`src/rtl/down_timer.sv`:
```
// down_timer
// ----------
// Loadable down-counting timer with a start / pause / done handshake.
// A value is loaded, counting is started, and the block counts toward zero.
// On expiry it raises a one-cycle done pulse. In one-shot mode
// (AUTO_RELOAD = 0) it then parks in EXPIRED. In periodic mode
// (AUTO_RELOAD = 1) it restarts from the reload register.
//
// Parameters
//   N            width of count / load_value
//   AUTO_RELOAD  1 = periodic (reload on expiry), 0 = one-shot
//
// Ports
//   clock         in   system clock, rising edge
//   reset         in   synchronous, active-high reset (highest priority)
//   load          in   capture load_value into reload register and count
//   load_value    in   [N-1:0] value to load
//   start         in   begin / resume counting (level-sensitive)
//   pause         in   freeze counting; wins over a simultaneous start
//   count         out  [N-1:0] current timer value (registered)
//   running       out  high while in RUN (registered)
//   done          out  one-cycle expiry pulse (registered)
//   expire_count  out  [7:0] done pulses since reset/load, saturating at 255
//
// Input priority per edge: reset > load > pause > start.

module down_timer #(
  parameter int unsigned N           = 8,
  parameter bit          AUTO_RELOAD = 1'b0
) (
  input  logic         clock,
  input  logic         reset,
  input  logic         load,
  input  logic [N-1:0] load_value,
  input  logic         start,
  input  logic         pause,
  output logic [N-1:0] count,
  output logic         running,
  output logic         done,
  output logic [7:0]   expire_count
);

  typedef enum logic [1:0] {
    ST_IDLE    = 2'd0,
    ST_RUN     = 2'd1,
    ST_PAUSED  = 2'd2,
    ST_EXPIRED = 2'd3
  } state_t;

  localparam logic [N-1:0] CNT_ZERO = '0;
  localparam logic [N-1:0] CNT_ONE  = N'(1);
  localparam logic [7:0]   EXP_MAX  = '1;

  state_t       state_q,   state_d;
  logic [N-1:0] count_q,   count_d;
  logic [N-1:0] reload_q,  reload_d;
  logic         running_q, running_d;
  logic         done_q,    done_d;
  logic [7:0]   expire_q,  expire_d;

  // Set on every edge that raises done; the counter update keys off it so
  // the saturation rule lives in one place.
  logic         fire;

  // ------------------------------------------------------------------
  // Next-state / output logic
  // ------------------------------------------------------------------
  always_comb begin
    state_d  = state_q;
    count_d  = count_q;
    reload_d = reload_q;
    expire_d = expire_q;
    fire     = 1'b0;

    if (load) begin
      // Load aborts whatever is in progress and never raises done.
      reload_d = load_value;
      count_d  = load_value;
      expire_d = '0;
      state_d  = ST_IDLE;
    end else begin
      unique case (state_q)
        ST_IDLE, ST_EXPIRED: begin
          if (!pause && start) begin
            if (count_q != CNT_ZERO) begin
              // Count holds on this edge; first decrement on the next one.
              state_d = ST_RUN;
            end else begin
              // Zero-length timeout: expire immediately.
              state_d = ST_EXPIRED;
              fire    = 1'b1;
            end
          end
        end

        ST_RUN: begin
          if (pause) begin
            state_d = ST_PAUSED;
          end else if (count_q > CNT_ONE) begin
            count_d = count_q - CNT_ONE;
          end else if (count_q == CNT_ONE) begin
            fire = 1'b1;
            if (AUTO_RELOAD) begin
              count_d = reload_q;
            end else begin
              count_d = CNT_ZERO;
              state_d = ST_EXPIRED;
            end
          end else begin
            // RUN is never entered with a zero count; park safely if it is.
            state_d = ST_EXPIRED;
          end
        end

        ST_PAUSED: begin
          if (!pause && start) begin
            state_d = ST_RUN;
          end
        end

        default: begin
          state_d = ST_IDLE;
        end
      endcase
    end

    if (fire && (expire_q != EXP_MAX)) begin
      expire_d = expire_q + 8'd1;
    end

    done_d    = fire;
    running_d = (state_d == ST_RUN);
  end

  // ------------------------------------------------------------------
  // State registers
  // ------------------------------------------------------------------
  always_ff @(posedge clock) begin
    if (reset) begin
      state_q   <= ST_IDLE;
      count_q   <= '0;
      reload_q  <= '0;
      running_q <= 1'b0;
      done_q    <= 1'b0;
      expire_q  <= '0;
    end else begin
      state_q   <= state_d;
      count_q   <= count_d;
      reload_q  <= reload_d;
      running_q <= running_d;
      done_q    <= done_d;
      expire_q  <= expire_d;
    end
  end

  assign count        = count_q;
  assign running      = running_q;
  assign done         = done_q;
  assign expire_count = expire_q;

endmodule

```
`config.mk`:
```
export PLATFORM = sky130hd
export DESIGN_NAME = down_timer
export DESIGN_NICKNAME = d
export VERILOG_FILES = /design/src/rtl/down_timer.sv
export SDC_FILE = /design/constraint.sdc
export NUM_CORES = 1
export LEC_CHECK = 0
export CAP_MARGIN = 10
export CORE_UTILIZATION = 25
export CTS_CLUSTER_SIZE = 12
export DETAILED_ROUTE_END_ITERATION = 10
export MAX_ROUTING_LAYER = met4
export PLACE_DENSITY = 0.58
export SETUP_SLACK_MARGIN = 0.05
export SLEW_MARGIN = 10
export SYNTH_ARGS = -nofsm -noshare
export SYNTH_HDL_FRONTEND = slang
export SYNTH_SLANG_ARGS = --single-unit
```
`constraint.sdc`:
```
create_clock -name clock -period 1.7 [get_ports clock]
set_input_delay 0.425 -clock clock [delete_from_list [all_inputs] [get_ports clock]]
set_output_delay 0.425 -clock clock [all_outputs]
set_load 0.05 [all_outputs]
```
==> results.md <==
- The combined flip-flop and latch cell area is 428 um2.
- Setup repair after global routing could not meet its margin everywhere.
- The maximum clock rate is 0.595 GHz.
- The total overflow reported by the global router is 0.
- The path class of the lowest-slack min-delay path is reg2reg.
- In this run the remaining antenna-violating nets after routing total 0.
- The clock edge transition at the registers on the reported setup and hold paths is 0.08 ns.
- Along the worst path, the maximum fanout reaches 5.
- The number of violations reported at the end of detailed-routing iteration 0 is 66.
- In this design, the stage delay of the slowest critical-path cell is 0.48 ns.
- The mean post-synth cell area is 8.41 um2.
- The setup path with the least slack is of type reg2reg.
- The family with the most delay on the worst path is simple AND/OR/NAND/NOR gates.
- The register bit total from synthesis is 20.
- In this run the clock root is driven by a clkbuf_8.
- The post-synthesis cell type count is 43.
- The critical path goes through inv_4, ha_1, a32oi_4, nand3b_4, or4_1, a21oi_1.
- The area used by multi-input combinational logic is 1030 um2.
- The final layout contains 247 nets.
- The clock reaches the later pin of the worst-skew pair after 0.26 ns.
- The wire length of the first global-routing pass is 6450 um.
- The number of diodes added for antenna fixing is 0.
- The clock tree buffer depth is 2.
- Entering global routing, the biggest net connects 13 pins.
- For this run, the register share of the synthesized area comes to 31.1%.
- Once routing completed, OpenROAD measured the worst setup slack at 0.0184 ns.
- The cts-stage hold buffer count is 0.
- The number of endpoints failing setup at the final stage is 0.
- The slowest stage of the critical path belongs to the cell or4_1.
- The detailed-routing iteration count for the pre-antenna-repair pass is 5.
- The total clock sinks is 20.
- The number of violations of the max-capacitance limit is 0.
- The cell count after synthesis came out at 153.
- For this run, asynchronously set or reset flops after synthesis account for 0%.
- The worst-case setup slack after placement is -0.333 ns.
- The slew at the pin with the worst max-slew slack is 0.371 ns.
- The total power consumption of the routed design is 1.41 mW.
- Relative to the synthesized area, the layout overhead comes to 87.5%.
- The number of antenna violations at the first check in global routing is 0.
- In this run the cell area measured after placement is 2080 um2.
- The depth of the critical timing path with buffers and inverters included is 6.
- The total number of H-tree levels is 1.
- For this run, the leading register cell type out of synthesis is dfxtp_1.
- The number of flops mapped to enable cells by yosys is 0.
- Input and output buffers added on the ports amount to 30.
- In the final layout, the share of cells above drive strength 1 is 50.0%.
- TritonCTS created 3 clock buffers.
- The flow ran to the end, and the final reports show no timing, DRC or antenna violations.
- Power spread over the standard cell area amounts to 587 nW/um2.
- Dividing the detail-routed via count by the number of cells gives 5.00.
- The number of failing hold endpoints at the final stage is 0.
- In the global route stage, overall resource usage came out at 15.7%.
- Once the floorplan was initialized, standard cells occupied 26.5% of the core.
- The via count of the first global-routing pass came to 1406.
- The number of primary I/O pins is 31.
- The area of the placeable core is 4850 um2.
- The signal arrival time at the worst endpoint is 1.87 ns.
- The required time reported for the critical path endpoint is 1.89 ns.
- Once detailed placement completed, the half-perimeter wirelength came to 2770 um.
- The floorplan has 25 rows.
- The library cell used most frequently in the layout, excluding fill and tap cells, is buf_4.
- The die span in x is 73.7 um.
- The worst clock skew on the final layout is 0.00202 ns.
- The worst hold path cell count is 2.
- The leakage power of the design is 0.901 nW.
- The worst-case IR drop observed on VDD is 0.326 mV.
- In this run the vertical extent of the chip is 73.7 um.
- The smallest clock period supported by the final layout is computed as 1.68 ns.
- Measured on the finished design, the core utilization comes to 49.7%.
- At the end of routability-driven placement, the weighted congestion stood at 0.858.
- The number of warnings reported in the yosys synthesis log is 0.
- The number of cells on the worst reg-to-reg path is 6.
- STA classifies the critical path startpoint as a flop.
- Synthesis produced a netlist with a net count of 173.
- Counting both buffers and inverters, the worst setup path holds a total of 1.
- Of the available clock period, the critical path in the final layout requires 98.9%.
- The mean routed wirelength per cell is 13.8 um.
- Summed over all failing endpoints, the final setup total negative slack is 0 ns.
- The DRC violations left is 0.
- Measured against its own limit, the worst slew margin works out to 75.2%.
- Leaving out fill and tap cells, the most frequent cells in the layout are buf_4 (45), buf_12 (15), clkdlybuf4s50_1 (10).
- The total die area is 5440 um2.
- The area of all placed cells without fillers is 2410 um2.
- The kind of capture point of the worst setup path is a flop.
- The total of fill cells in the finished design is 439.
- Wires add up to 4060 um.
- The count of pins over their slew limit is 0.
- Detailed routing inserted a total of 1464 vias.
- The synthesized netlist occupies a cell area of 1290 um2.
- The clock tree from TritonCTS is yes.
## through the flow
step | hold slack, ns | instances
detailed placement | 0.526 | 276
finish | 0.553 | 293
global route | 0.570 | 293
floorplan | 0.564 | 153
global placement | 0.525 | 276
CTS | 0.542 | 290
## registers in the layout, indices dropped and copies added, names as in the netlist
register	count
state_q	2
expire_count	8
count	8
done	1
running	1
## layout make-up
class,count,area share (%)
sequential,20,17.7
tap,67,3.48
multi-input combinational,122,42.8
clock buffer,4,2.75
inverter,7,1.30
timing repair buffer,73,32.0
## repair_timing
item,4_1_cts,5_1_grt
setup endpoints to repair,15,17
buffers inserted,9,3
cloned,1,0
resized for setup,19,15
hold endpoints to repair,0,0
pin swaps,12,11
## cells in the mapped netlist (2+ instances only)
master	count	area share (%)
nor3b_1	2	1.2
a211oi_1	5	2.9
and4_1	2	1.4
nand3b_1	4	2.3
o21ai_0	6	2.3
dfxtp_1	20	31
nor2_1	11	3.2
or4_1	6	3.5
nand3_1	6	2.3
clkbuf_1	4	1.2
nand4_1	2	0.97
nand2_1	6	1.8
ha_1	7	6.8
nand2b_1	4	1.9
nor3_1	6	2.3
o41ai_1	2	1.4
a311oi_1	2	1.4
and3_1	2	0.97
nor4_1	2	0.97
or2_2	3	1.5
nor2b_1	3	1.5
o21a_1	2	1.2
a31oi_1	5	2.4
o31ai_1	4	2.3
inv_1	7	2.0
or3_1	2	0.97
a21oi_1	12	4.7
## where the power goes
part	leakage (nW)	internal, mW	switching, mW
logic	0.697	0.240	0.237
clock network	0.0339	0.255	0.176
registers	0.170	0.482	0.0241
total	0.901	0.978	0.437
## layer usage
metal	wire [um]	up-vias	global-route usage (%)
li1	-	748	-
met1	2030	693	20.7
met2	1890	19	24.7
met3	112	4	2.74
met4	31	0	4.06
met5	0	-	-
## worst reg2reg max path: cells and delay by family, from the launching register on
kind	cells	cell delay, ns
compound gates	2	0.27
buf+inv	1	0.07
simple gates	2	0.68
fa+ha+maj	1	0.21
flops	1	0.38
## final timing paths
path | from | endpoint | slack [ns]
hold reg to reg | expire_count[3] | expire_count[3] | 0.55
hold / removal | expire_count[3] | expire_count[3] | 0.55
setup reg to reg | count[0] | expire_count[2] | 0.02
setup / recovery | count[0] | expire_count[2] | 0.02
## kinds of logic (layout without fill, tap and decap cells)
group                    Yosys count  count (layout)  synth area share (%)
AND/OR/NAND/NOR                   66              67                  32.2
AO/OA/AOI/OAI                     47              47                  25.3
flip-flops                        20              20                  31.1
buffers and inverters             12              84                  3.79
adder cells (fa/ha/maj)            7               7                  6.81
multiplexers                       1               1                 0.778
Note: power is estimated with default switching activity, not from simulation.
